### src/rtl/demux_rr_n_if.sv
// Bus bundle for demux_rr_n: one input word stream in, NCH registered lanes out.
// err_out exists only when DEMUX_ERR_EN is defined.
interface demux_rr_n_if #(
    parameter int unsigned WIDTH = 8,
    parameter int unsigned NCH   = 2
);
    localparam int unsigned SELW = (NCH > 2) ? $clog2(NCH) : 1;

    logic [WIDTH-1:0]     data_in;
    logic                 valid_in;
    logic [SELW-1:0]      sel_in;
    logic                 sync_in;
    logic [NCH*WIDTH-1:0] data_out;
    logic [NCH-1:0]       valid_out;
    logic [SELW-1:0]      ptr_out;
`ifdef DEMUX_ERR_EN
    logic                 err_out;

    modport master (
        output data_in, valid_in, sel_in, sync_in,
        input  data_out, valid_out, ptr_out, err_out
    );
    modport slave (
        input  data_in, valid_in, sel_in, sync_in,
        output data_out, valid_out, ptr_out, err_out
    );
`else
    modport master (
        output data_in, valid_in, sel_in, sync_in,
        input  data_out, valid_out, ptr_out
    );
    modport slave (
        input  data_in, valid_in, sel_in, sync_in,
        output data_out, valid_out, ptr_out
    );
`endif
endinterface

### src/rtl/demux_rr_n.sv
// 1:NCH word demultiplexer (round-robin or explicit select) with per-lane registers.
// Optional macro DEMUX_ERR_EN adds err_out for out-of-range select / sync misalignment.
module demux_rr_n #(
    parameter int unsigned WIDTH = 8,
    parameter int unsigned NCH   = 2,
    parameter int unsigned MODE  = 0
) (
    input  logic            clk_2f,
    input  logic            reset,
    demux_rr_n_if.slave     bus
);
    localparam int unsigned SELW = (NCH > 2) ? $clog2(NCH) : 1;

    logic [SELW-1:0]      ptr_q, ptr_d;
    logic [NCH*WIDTH-1:0] data_q, data_d;
    logic [NCH-1:0]       valid_q, valid_d;
    logic [SELW-1:0]      lane_c;
    logic                 in_range_c;
    logic                 wr_c;
`ifdef DEMUX_ERR_EN
    logic                 err_q, err_d;
`endif

    // Select codes >= NCH only exist when NCH is not a power of two.
    if (NCH == (32'(1) << SELW)) begin : g_pow2
        assign in_range_c = 1'b1;
    end else begin : g_npow2
        assign in_range_c = (bus.sel_in <= SELW'(NCH - 1));
    end

    // Target lane; sync forces lane 0 ahead of the pointer.
    always_comb begin
        lane_c = '0;
        wr_c   = 1'b0;
        if (MODE == 0) begin
            lane_c = bus.sync_in ? '0 : ptr_q;
            wr_c   = bus.valid_in;
        end else begin
            lane_c = bus.sel_in;
            wr_c   = bus.valid_in && in_range_c;
        end
    end

    // Next state for lane registers, strobes and pointer.
    always_comb begin
        data_d  = data_q;
        valid_d = '0;
        ptr_d   = ptr_q;
        for (int unsigned k = 0; k < NCH; k++) begin
            if (wr_c && (lane_c == SELW'(k))) begin
                data_d[k*WIDTH +: WIDTH] = bus.data_in;
                valid_d[k]               = 1'b1;
            end
        end
        if (MODE == 0) begin
            if (bus.valid_in) begin
                ptr_d = (lane_c == SELW'(NCH - 1)) ? '0 : lane_c + SELW'(1);
            end else if (bus.sync_in) begin
                ptr_d = '0;
            end
        end else begin
            ptr_d = '0;
        end
    end

`ifdef DEMUX_ERR_EN
    always_comb begin
        err_d = 1'b0;
        if (bus.valid_in) begin
            if (MODE == 0) begin
                err_d = bus.sync_in && (ptr_q != '0);
            end else begin
                err_d = !in_range_c;
            end
        end
    end
`endif

    always_ff @(posedge clk_2f or posedge reset) begin
        if (reset) begin
            data_q  <= '0;
            valid_q <= '0;
            ptr_q   <= '0;
`ifdef DEMUX_ERR_EN
            err_q   <= 1'b0;
`endif
        end else begin
            data_q  <= data_d;
            valid_q <= valid_d;
            ptr_q   <= ptr_d;
`ifdef DEMUX_ERR_EN
            err_q   <= err_d;
`endif
        end
    end

    assign bus.data_out  = data_q;
    assign bus.valid_out = valid_q;
    assign bus.ptr_out   = ptr_q;
`ifdef DEMUX_ERR_EN
    assign bus.err_out   = err_q;
`endif

endmodule

### src/flat_wrapper.sv
// flat-port wrapper written by rule: the top's interface ports become plain ports
module demux_rr_n_flat 
#(
    parameter int unsigned WIDTH = 8,
    parameter int unsigned NCH   = 2,
    parameter int unsigned MODE  = 0
)
  (clk_2f, reset, bus_data_in, bus_valid_in, bus_sel_in, bus_sync_in, bus_data_out, bus_valid_out, bus_ptr_out);
  demux_rr_n_if #(.WIDTH(WIDTH), .NCH(NCH)) bus_i ();
  input  logic clk_2f;
  input  logic reset;
  input wire logic [$bits(bus_i.data_in)-1:0] bus_data_in;
  input wire logic [$bits(bus_i.valid_in)-1:0] bus_valid_in;
  input wire logic [$bits(bus_i.sel_in)-1:0] bus_sel_in;
  input wire logic [$bits(bus_i.sync_in)-1:0] bus_sync_in;
  output wire logic [$bits(bus_i.data_out)-1:0] bus_data_out;
  output wire logic [$bits(bus_i.valid_out)-1:0] bus_valid_out;
  output wire logic [$bits(bus_i.ptr_out)-1:0] bus_ptr_out;
  assign bus_i.data_in = bus_data_in;
  assign bus_i.valid_in = bus_valid_in;
  assign bus_i.sel_in = bus_sel_in;
  assign bus_i.sync_in = bus_sync_in;
  assign bus_data_out = bus_i.data_out;
  assign bus_valid_out = bus_i.valid_out;
  assign bus_ptr_out = bus_i.ptr_out;
  demux_rr_n #(.WIDTH(WIDTH), .NCH(NCH), .MODE(MODE)) u_core (.clk_2f(clk_2f), .reset(reset), .bus(bus_i));
endmodule
### config.mk
export PLATFORM = sky130hd
export DESIGN_NAME = demux_rr_n_flat
export DESIGN_NICKNAME = d
export VERILOG_FILES = /design/src/rtl/demux_rr_n_if.sv /design/src/rtl/demux_rr_n.sv /design/src/flat_wrapper.sv
export SDC_FILE = /design/constraint.sdc
export NUM_CORES = 1
export LEC_CHECK = 0
export ABC_CLOCK_PERIOD_IN_PS = 1500
export CAP_MARGIN = 15
export CORE_MARGIN = 1
export CORE_UTILIZATION = 38
export CTS_BUF_LIST = sky130_fd_sc_hd__clkbuf_16
export DETAILED_ROUTE_END_ITERATION = 12
export PLACE_DENSITY = 0.76
export SYNTH_ARGS = -nofsm -noshare
export SYNTH_HDL_FRONTEND = slang
export SYNTH_SLANG_ARGS = --single-unit
export TNS_END_PERCENT = 30
### constraint.sdc
create_clock -name clk_2f -period 1.5 [get_ports clk_2f]
set_input_delay 0.45 -clock clk_2f [delete_from_list [all_inputs] [get_ports clk_2f]]
set_output_delay 0.45 -clock clk_2f [all_outputs]
set_load 0.02 [all_outputs]
==> flow_summary.yaml, run 1 <==
timing:
  worst_pin_slew_ps: 237.1
  slew_viol_final: 0
  hold_viol: 0
  hold_ws_ps: 503.1
  setup_viol: 0
  slew-limit-headroom: 0.8420
  post-route-min-period_ps: 1472
  max_freq_mhz: 679.1
  fin_worst_skew_ps: 3.456
  fin_crit_sh: 0.9817
synth:
  ys_ff_latch: 19
  ys_async_sr_fraction: 1.000
  synth.most_common_cell: "dfrtp_1"
  synth_ff_type: "dfrtp_1"
  synthesis.nets: 58
  netlist_area_sq_um: 783.3
  yosysUniqueCellTypes: 7
  synth_cells: 43
  ys_seq_area_frac: 0.6070
  synth_edf_count: 0
  yosys.area.top_type_share: 0.6070
  yosysTopAreaCell: "dfrtp_1"
  synth_common_cells: "dfrtp_1 (19), mux2_4 (16), buf_6 (2), ha_1 (2), inv_1 (2)"
  yosysWarnings: 0
  avgSynthCellArea_sq_um: 18.22
  synth.area.top_cells: "dfrtp_1 (61%), mux2_4 (31%), ha_1 (3.2%)"
clocking:
  root_buffer: "clkbuf_16"
  clock_sinks: 19
  clock_path_buffers: 2
  htreeDepth: 1
  cts.clk_slew.worst_paths_ps: 50
  cts_tree: "built"
  clkLatencyLatePin_ps: 250
  cts_hold_buf: 0
  cts_buffers: 3
pwr:
  p_comb_frac: 0.303
  p_clk_frac: 0.308
  p_int_mw: 1.260
  swShare: 0.2838
  powerDensity_mw_per_mm2: 1428
  p_leak_nw: 0.6162
  switching_power_mw: 0.4991
  max-vdd-ir-drop_v: 0.0009730
  seqPwrFrac: 0.389
setup_path:
  path_max_fanout: 3
  start_kind: "flip-flop"
  path_class: "reg -> out"
  r2r_end: "u_core.bus.data_out[10]"
  crit_path_end_kind: "output port"
  cp.depth: 1
  reg2reg_depth: 4
  crit_family: "flip-flops"
  rrSetupSlack_ps: 120
  slowest_stage: "dfrtp_1"
  path_cells: "dlygate4sd2_1"
  cp.buffers_inverters: 1
  crit_required_ps: 1050
  slowest_delay_ps: 420
  arrival_ps: 1020
  r2r_start: "u_core.bus.ptr_out"
run:
  drv_cap: 0
routing:
  wl_per_cell_um: 15.17
  drc_errors: 0
  drt_iter0_markers: 5
  antenna_left: 0
  first_pass_iters: 2
  vias_per_cell: 4.533
  vias: 485
  routed_wl_um: 1623
final_layout:
  layout.nets: 96
  fin_cells: 107
  area_delta_synth_final_pct: 57.19
  antenna_cells: 0
  fin_util: 0.6340
  drive_above_1_share: 0.3500
hold_path:
  min_from: "u_core.bus.data_out[12]"
  hp-class: "reg -> reg"
  hold_depth: 1
  hold_end: "u_core.bus.data_out[12]"
global_route:
  grt_max_degree: 20
  grt_antenna_before_repair: 0
  globalRouteTotalUtil: 0.1581
  overflow: 0
  grt_pass1_wl_um: 2366
  grt_pass1_vias: 493
place:
  gp_congestion: 0.6495
  port_buffers: 30
  placedCellCount: 103
  dpl.hpwl_um: 1033
floorplanning:
  pin_count: 32
  placementRows: 16
  die_height_um: 47.40
  start_util: 0.4034
  die_area_sq_mm: 0.002247
  die_w_um: 47.40
  core_sq_mm: 0.001942
outcome:
  status: "finished, final reports clean"
per-layer routing:
metal	share of wire	track usage
met5	0	0
met4	0.0031	0.06857
met3	0.054	0.04231
met2	0.52	0.2274
met1	0.43	0.2241
registers in the layout, indices dropped and copies added, names as in the netlist:
signal and flops:
u_core.bus.data_out 16, u_core.bus.ptr_out 1, u_core.bus.valid_out 2
kinds of logic after synthesis:
kind of cell,count (synthesis),share of synthesized area
flip-flops,19,0.6070
multiplexers,16,0.3067
buffers and inverters,4,0.03834
adder cells (fa/ha/maj),2,0.03194
AND/OR/NAND/NOR,2,0.01598
placed cells by master (no fill, tap or decap):
master / Yosys / layout
ha_2: 0 / 1
dfrtp_1: 19 / 19
inv_1: 2 / 2
nor2b_1: 1 / 1
ha_4: 0 / 1
nand2b_4: 0 / 1
clkdlybuf4s50_1: 0 / 9
buf_6: 2 / 4
dlymetal6s2s_1: 0 / 2
clkbuf_16: 0 / 3
dlygate4sd2_1: 0 / 19
buf_4: 0 / 1
mux2_4: 16 / 16
clkinv_2: 0 / 1
stage by stage:
step	setup WS, ps	TNS, ps	power, mW	instance area (sq um)
after global routing	-6.821	-6.821	1.846	1231
after detailed placement	-314.0	-4527	1.274	1132
final	27.51	0	1.759	1231
after global placement	-282.6	-4109	1.267	1132
after floorplan	159.7	0	0.9979	783.3
after CTS	-58.33	-425.2	1.748	1192
power by group through the flow:
| stage | combinational, mW | sequential (mW) | clock (mW) |
|---|---|---|---|
| 4_1_cts | 0.521 | 0.678 | 0.550 |
| 2_1_floorplan | 0.187 | 0.810 | 0 |
| 5_1_grt | 0.572 | 0.695 | 0.579 |
| 3_3_place_gp | 0.584 | 0.684 | 0 |
| 6_report | 0.533 | 0.684 | 0.542 |
| 3_5_place_dp | 0.590 | 0.685 | 0 |
worst max-delay path by stage:
stage	startpoint	to	slack, ps
after floorplan	u_core.bus.ptr_out	u_core.bus.data_out[10]	160
after global placement	bus_sync_in	u_core.bus.data_out[0]	-280
after detailed placement	bus_sync_in	u_core.bus.data_out[0]	-310
after CTS	bus_sync_in	u_core.bus.data_out[0]	-60
after global routing	u_core.bus.ptr_out	bus_ptr_out	-7
final	u_core.bus.ptr_out	bus_ptr_out	30
area by class of cell:
type	count	area [sq um]
repair buffers	35	334.1
clock inverters	1	5.005
well taps	27	33.78
clock buffers	3	75.07
multi-input cells	20	300.3
inverters	2	7.507
fillers	170	710.7
flip-flops and latches	19	475.5
what timing repair did:
action / in CTS / in global routing
setup buffers: 0 / 0
gates resized for setup: 20 / 9
hold endpoints to repair: 0 / 0
endpoints found under the setup margin: 32 / 16
Power figures use the tool's default switching activity.
==> inputs of run 2 (changes only) <==
--- a/config.mk
+++ b/config.mk
@@ -11,7 +11,8 @@
 export CORE_UTILIZATION = 38
 export CTS_BUF_LIST = sky130_fd_sc_hd__clkbuf_16
 export DETAILED_ROUTE_END_ITERATION = 12
-export PLACE_DENSITY = 0.76
+export DONT_BUFFER_PORTS = 1
+export PLACE_DENSITY = 0.56
 export SYNTH_ARGS = -nofsm -noshare
 export SYNTH_HDL_FRONTEND = slang
 export SYNTH_SLANG_ARGS = --single-unit
==> run 2 against run 1 <==
Against the previous run: register-to-register slack improved by 80 ps; die area unchanged; via count decreased by 26%; combinational power decreased by 59%; wire length decreased by 24%; clock skew decreased by 2.4 ps; maximum frequency increased by 14%; final cell count decreased by 27%; largest cell class unchanged; non-clock buffer count decreased by 29.
==> flow_summary.yaml, run 2 (synthesis gave the netlist of run 1 again) <==
routing:
  vias_per_cell: 4.628
  drt_iter0_markers: 0
  drc_errors: 0
  vias: 361
  antenna_left: 0
  wl_per_cell_um: 15.83
  routed_wl_um: 1235
  first_pass_iters: 1
run:
  drv_cap: 0
place:
  gp_congestion: 0.6455
  dpl.hpwl_um: 942.5
  port_buffers: 0
  place_area_sq_um: 839.6
  placedCellCount: 74
setup_path:
  path_max_fanout: 5
  crit_family: "flip-flops"
  path_cells: "nor2b_1 > ha_1 > buf_4 > mux2_4"
  start_kind: "flip-flop"
  r2r_end: "u_core.bus.data_out[14]"
  crit_path_end_kind: "flip-flop"
  crit_required_ps: 1630
  cp.buffers_inverters: 1
  path_class: "reg -> reg"
  r2r_start: "u_core.bus.ptr_out"
  worstSetupEndpoint: "u_core.bus.data_out[14]"
  reg2reg_depth: 4
  slowest_stage: "dfrtp_1"
  slowest_delay_ps: 390
  rrSetupSlack_ps: 200
  startpoint: "u_core.bus.ptr_out"
  cp.depth: 4
  arrival_ps: 1420
pwr:
  switching_power_mw: 0.4325
  p_int_mw: 1.127
  p_comb_frac: 0.141
  seqPwrFrac: 0.525
  swShare: 0.2774
  max-vdd-ir-drop_v: 0.0008136
  p_clk_frac: 0.335
  p_leak_nw: 0.4481
  powerDensity_mw_per_mm2: 1698
floorplanning:
  die_w_um: 47.40
  die_area_sq_mm: 0.002247
  start_util: 0.4034
  placementRows: 16
  core_sq_mm: 0.001942
  pin_count: 32
  die_height_um: 47.40
timing:
  fin_worst_skew_ps: 1.035
  worst_pin_slew_ps: 237.6
  post-route-min-period_ps: 1296
  tns_ps: 0
  rsz0062_at_grt: "no"
  hold_viol: 0
  slew-limit-headroom: 0.8416
  hold_ws_ps: 110.2
  fin_crit_sh: 0.8639
  setup_viol: 0
  max_freq_mhz: 771.7
  slew_viol_final: 0
global_route:
  top_usage_layer: "met2"
  grt_pass1_wl_um: 1752
  use_met1: 0.1408
  grt_max_degree: 20
  grt_pass1_vias: 377
  grt_antenna_before_repair: 0
  grt_util_met2: 0.1863
  overflow: 0
  globalRouteTotalUtil: 0.1174
  use_met3: 0.04615
clocking:
  cts_hold_buf: 0
  htreeDepth: 1
  root_buffer: "clkbuf_16"
  cts_setup_buffers: 0
  clock_sinks: 19
  cts.clk_slew.worst_paths_ps: 50
  cts_buffers: 3
  clkLatencyLatePin_ps: 240
  cts_resized: 0
  clock_path_buffers: 2
  cts_tree: "built"
final_layout:
  largest_reg_flops: 16
  antenna_cells: 0
  multiInputGateArea_sq_um: 277.8
  drive_above_1_share: 0.4902
  area_delta_synth_final_pct: 17.25
  nFillCells: 177
  final_area_sq_um: 918.4
  layout.nets: 67
  final_cell_mix: "dfrtp_1 (19), mux2_4 (16), buf_4 (6)"
  seq_area_sq_um: 475.5
  final_common_cell: "dfrtp_1"
  fin_cells: 78
hold_path:
  hp-class: "in -> async"
outcome:
  status: "finished, final reports clean"
-- run 2: cell count changes in the layout (fill, tap and decap cells not counted), moves of 2 or more --
cell	change
buf_4	+5
buf_6	-4
clkdlybuf4s50_1	-9
dlygate4sd2_1	-19
dlymetal6s2s_1	-2
ha_1	+2
-- run 2: final cells by class --
cell class / instances / area share
well taps: 27 / 0.03678
clock inverters: 1 / 0.004087
clock buffers: 3 / 0.08174
inverters: 2 / 0.008174
multi-input cells: 20 / 0.3025
flip-flops and latches: 19 / 0.5177
repair buffers: 6 / 0.04905
-- run 2: worst min path at each step --
stage | slack [ps] | from | endpoint | cells past startpoint
floorplan | 400 | reset | u_core.bus.data_out[0] | 1
global placement | 360 | reset | u_core.bus.data_out[5] | 2
detailed placement | 370 | reset | u_core.bus.data_out[5] | 2
CTS | 110 | reset | u_core.bus.data_out[5] | 2
global route | 130 | reset | u_core.bus.data_out[13] | 2
finish | 110 | reset | u_core.bus.valid_out[1] | 2
-- run 2: power by group through the flow --
| stage | clock network [mW] | logic (mW) | registers [mW] |
|---|---|---|---|
| 2_1_floorplan | 0 | 0.187 | 0.810 |
| 6_report | 0.522 | 0.219 | 0.818 |
| 5_1_grt | 0.558 | 0.238 | 0.836 |
| 3_3_place_gp | 0 | 0.216 | 0.826 |
| 3_5_place_dp | 0 | 0.223 | 0.828 |
| 4_1_cts | 0.530 | 0.223 | 0.822 |
-- run 2: layer usage --
layer	part of all wire	wire [um]
met4	0	0
met3	0.081	100
met5	0	0
met2	0.51	627
met1	0.41	507
-- run 2: metrics by stage --
step           setup WS [ps]    util  total power [mW]
2_1_floorplan          159.7       -            0.9979
3_3_place_gp           157.2  0.4323             1.042
3_5_place_dp           136.5  0.4323             1.051
4_1_cts                189.1  0.4729             1.576
5_1_grt                141.3  0.4729             1.632
6_report               204.1  0.4729             1.559
==> inputs of run 3 (changes only) <==
--- a/config.mk
+++ b/config.mk
@@ -5,11 +5,11 @@
 export SDC_FILE = /design/constraint.sdc
 export NUM_CORES = 1
 export LEC_CHECK = 0
-export ABC_CLOCK_PERIOD_IN_PS = 1500
+export ABC_CLOCK_PERIOD_IN_PS = 1600
 export CAP_MARGIN = 15
-export CORE_MARGIN = 1
 export CORE_UTILIZATION = 38
 export CTS_BUF_LIST = sky130_fd_sc_hd__clkbuf_16
+export CTS_CLUSTER_SIZE = 25
 export DETAILED_ROUTE_END_ITERATION = 12
 export DONT_BUFFER_PORTS = 1
 export PLACE_DENSITY = 0.56
==> constraint.sdc (replaced) <==
create_clock -name clk_2f -period 1.6 [get_ports clk_2f]
set_input_delay 0.48 -clock clk_2f [delete_from_list [all_inputs] [get_ports clk_2f]]
set_output_delay 0.48 -clock clk_2f [all_outputs]
set_load 0.02 [all_outputs]
==> results of run 3 <==
The final DEF is identical to that of run 2. Status: finished, final reports clean.
Main changes from that run: setup slack after placement 136.5 ps -> 206.5 ps; setup slack after layout 204.1 ps -> 304.1 ps; hold slack 110.2 ps -> 140.2 ps; register-to-register setup slack 200 ps -> 300 ps; total power 1.559 mW -> 1.462 mW; worst IR drop on VDD 0.0008136 V -> 0.0007627 V
==> RTL edit 1 (settings of run 2) <==
`MODE` is set to 0 in 2 places; all go to 1.
--- a/src/rtl/demux_rr_n.sv
+++ b/src/rtl/demux_rr_n.sv
@@ -5,3 +5,3 @@
     parameter int unsigned NCH   = 2,
-    parameter int unsigned MODE  = 0
+    parameter int unsigned MODE  = 1
 ) (
--- a/src/flat_wrapper.sv
+++ b/src/flat_wrapper.sv
@@ -5,3 +5,3 @@
     parameter int unsigned NCH   = 2,
-    parameter int unsigned MODE  = 0
+    parameter int unsigned MODE  = 1
 )
Behaviour: not the same (a bounded check fails within 4 cycles, from zero or initial values and one cycle with reset high).
==> RTL edit 1 against run 2 <==
Sequential cell count decreased by 1. Clock skew down 1.0 ps. First-iteration DRC count is 3 higher. Sequential power fell by 17%. Global-route usage decreased by 0.38 points. Cell area is 12% lower. Routed wire length is 14% lower. Total power decreased by 16%. Area after synthesis down 9.3%. Setup slack gained 140 ps. Largest cell class unchanged. Largest power group unchanged. Highest routed layer unchanged.
==> RTL edit 1: results (changes against run 2) <==
[outcome]
status = completed  ; unchanged

[global_routing]
use_met1 = 0.137  ; was 0.141
grt_pass1_vias = 341  ; was 377
met3_usage = 0.0440  ; was 0.0462
track_usage = 0.114  ; was 0.117

[synth]
synth_cells = 41  ; was 43
synth_fa_ha_area_frac = 0  ; was 0.0319
synthTopCellsByArea = dfrtp_1, mux2_4, mux2_2  ; was dfrtp_1, mux2_4, ha_1
ys_top_cells_by_count = dfrtp_1, mux2_2, mux2_4  ; was dfrtp_1, mux2_4, buf_6, ha_1, inv_1
syn_nets = 54  ; was 58
synthMuxAreaShare = 0.296  ; was 0.307

[route]
vias = 329  ; was 361
wl_met2_um = 552  ; was 627 um
m1WireLength_um = 426  ; was 507 um
wl_per_cell_um = 15.4  ; was 15.8 um
wl_met3_um = 87  ; was 100 um

[power_and_ir_drop]
pg_clk_w = 0.000515  ; was 0.000522 W
p_leak_nw = 0.376  ; was 0.448 nW
power_frac_comb = 0.085  ; was 0.141

[placement]
dpl-instance-area_um2 = 731  ; was 840 um^2
place_ws_ps = 239  ; was 137 ps
dpl.cell_count = 65  ; was 74

[cells_and_area]
post-route-util = 0.464  ; was 0.473
drive_gt1_frac = 0.500  ; was 0.490
fillers = 169  ; was 177

[worst_setup_path]
worstPathMaxFanout = 2  ; was 5

## RTL edit 1: layout make-up
type / instances / share of cell area
multi-input cells: 19 / 0.289
clock buffers: 3 / 0.0927
inverters: 2 / 0.00927
flip-flops and latches: 18 / 0.556
clock inverters: 1 / 0.00464
well taps: 25 / 0.0386
repair buffers: 1 / 0.00927
## RTL edit 1: worst paths after layout
check / to / cells past startpoint / slack (ps) / from
max in group asynchronous: u_core.bus.data_out[10] / 2 / 1210 / reset
min in group clk_2f: u_core.bus.valid_out[0] / 1 / 330 / bus_sel_in
hold / removal: u_core.bus.data_out[6] / 2 / 100 / reset
hold reg to reg: u_core.bus.data_out[5] / 1 / 670 / u_core.bus.data_out[5]
setup reg to reg: u_core.bus.data_out[6] / 1 / 630 / u_core.bus.data_out[6]
setup / recovery: bus_data_out[4] / 0 / 340 / u_core.bus.data_out[4]
==> RTL edit 2 (settings of run 2) <==
Made on the original files. Take the reset off `data_q` and load it in a clocked block of its own.
--- a/src/rtl/demux_rr_n.sv
+++ b/src/rtl/demux_rr_n.sv
@@ -80,3 +80,2 @@
         if (reset) begin
-            data_q  <= '0;
             valid_q <= '0;
@@ -87,3 +86,2 @@
         end else begin
-            data_q  <= data_d;
             valid_q <= valid_d;
@@ -94,2 +92,6 @@
         end
+    end
+
+    always_ff @(posedge clk_2f) begin
+        data_q <= data_d;
     end
Function: changed (a bounded check fails within 4 cycles, from zero or initial values and one cycle with reset high).
==> RTL edit 2 against run 2 <==
Setup slack gained 55 ps. Register-to-register slack improved by 110 ps. Routed wire length shrank 40%. Global-route usage shrank 1.6 points. Non-clock buffer count decreased by 3. Sequential cell count did not move. Synthesized cell count down 42%. Cell area fell by 21%. Clock skew grew 1.0 ps. Die area shrank 22%. Area after synthesis down 23%. Critical endpoint is now bus_ptr_out. Highest routed layer unchanged.
Power is not compared: it rests on default switching activity, and its combinational part moved more than twofold at a synthesized area within 25%.
==> RTL edit 2: results (changes against run 2) <==
[synth]
synth.distinct_cells = 6  ; was 7
yosysSeqAreaShare = 0.925  ; was 0.607
synth_edf_count = 16  ; was 0
ys_top_cells_by_count = edfxtp_1, dfrtp_1, ha_1, inv_1  ; was dfrtp_1, mux2_4, buf_6, ha_1, inv_1
syn_nets = 40  ; was 58
synth_flop_cell = edfxtp_1  ; was dfrtp_1
ys_warn_count = 0  ; unchanged
ys_async_sr_fraction = 0.158  ; was 1.00
synthTopCellsByArea = edfxtp_1, dfrtp_1, ha_1  ; was dfrtp_1, mux2_4, ha_1

[route]
drtIter0Drc = 1  ; was 0
drtPass1Iterations = 2  ; was 1
vias = 239  ; was 361
wl_per_cell_um = 15.7  ; was 15.8 um

[placement]
place_ws_ps = 208  ; was 137 ps
port-buffer-count = 0  ; unchanged
place_congestion = 0.630  ; was 0.646

[hold_path]
min_path_type = primary input to register  ; was primary input to async pin

[worst_setup_path]
cp_slowest_cell = dfrtp_1  ; unchanged
cpPeakStageDelay_ps = 390  ; about the same
critPathArrivalTime_ps = 790  ; was 1420 ps
cp_top_family = flip-flops  ; unchanged
worstPathMaxFanout = 3  ; was 5

[cts]
cts_hold_buf = 1  ; was 0
root_buffer = clkbuf_16  ; unchanged
insertion_delay_ps = 240  ; about the same
numCtsBuffers = 3  ; unchanged
cts_resized = 0  ; unchanged
cts.clk_slew.worst_paths_ps = 50  ; about the same
clk_path_buf_depth = 2  ; unchanged

[sta]
fin_skew_ps = 2.04  ; was 1.04 ps
slew_headroom = 0.741  ; was 0.842
report.final.slew_viol_count = 0  ; unchanged

[cells_and_area]
final_nets = 48  ; was 67
drive_gt1_frac = 0.188  ; was 0.490

[power_and_ir_drop]
switching_share = 0.189
vdd_ir_drop_max_uv = 727
p_leak_nw = 0.273

[global_routing]
track_usage = 0.101  ; was 0.117
grt_use_met2 = 0.172  ; was 0.186
use_met1 = 0.102  ; was 0.141
met3_usage = 0.0435  ; was 0.0462
grt_pass1_vias = 250  ; was 377
grt_start_max_net_pins = 12  ; was 20
grt_pass1_wl_um = 1240  ; was 1750 um

[outcome]
status = completed  ; unchanged

## RTL edit 2: worst paths after layout
kind	endpoint	slack, ps	cells past startpoint	startpoint
min	u_core.bus.data_out[4]	300	0	bus_data_in[4]
min reg2reg	u_core.bus.ptr_out	650	3	u_core.bus.ptr_out
max reg2reg	u_core.bus.data_out[0]	310	2	u_core.bus.ptr_out
min in group asynchronous	u_core.bus.valid_out[1]	510	2	reset
max in group asynchronous	u_core.bus.valid_out[0]	860	2	reset
max	bus_ptr_out	260	1	u_core.bus.ptr_out
## RTL edit 2: cell type report
type	instances	area [um^2]
Clock inverter	1	5.00
Inverter	2	7.51
Multi-Input combinational cell	4	37.5
Sequential cell	19	556
Timing Repair Buffer	3	25.0
Clock buffer	3	75.1
Fill cell	98	658
Tap cell	15	18.8
## RTL edit 2: layer usage
| metal | up-vias | share of wire |
|---|---|---|
| met5 | - | 0 |
| met4 | 0 | 0 |
| met2 | 16 | 0.57 |
| met3 | 0 | 0.057 |
| met1 | 117 | 0.37 |
| li1 | 106 | - |
## RTL edit 2: worst register-to-register path, delay by kind of cell (launching register included)
family / cells / cell delay (ps)
flops: 1 / 390
fa+ha+maj: 1 / 380
simple gates: 1 / 80
## RTL edit 2: kinds of logic (layout without fill, tap and decap cells)
family,count (synthesis),after routing,share of synthesized area
simple gates,2,2,0.0208
buf+inv,2,9,0.0125
flops,19,19,0.925
fa+ha+maj,2,2,0.0417
## RTL edit 2: per-stage QoR
| stage | cell area, um^2 | util | instances |
|---|---|---|---|
| after global placement | 634 | 0.459 | 42 |
| after global routing | 724 | 0.524 | 47 |
| after CTS | 724 | 0.524 | 47 |
| after floorplan | 601 | - | 25 |
| after detailed placement | 634 | 0.459 | 42 |
| final | 724 | 0.524 | 47 |
## RTL edit 2: power groups by stage
stage,Sequential (W),Clock (W),Combinational [W]
4_1_cts,0.000661,0.000528,0.0000421
2_1_floorplan,0.000673,0,0.0000206
6_report,0.000661,0.000515,0.0000408
3_5_place_dp,0.000671,0,0.0000399
5_1_grt,0.000663,0.000558,0.0000462
3_3_place_gp,0.000671,0,0.0000383
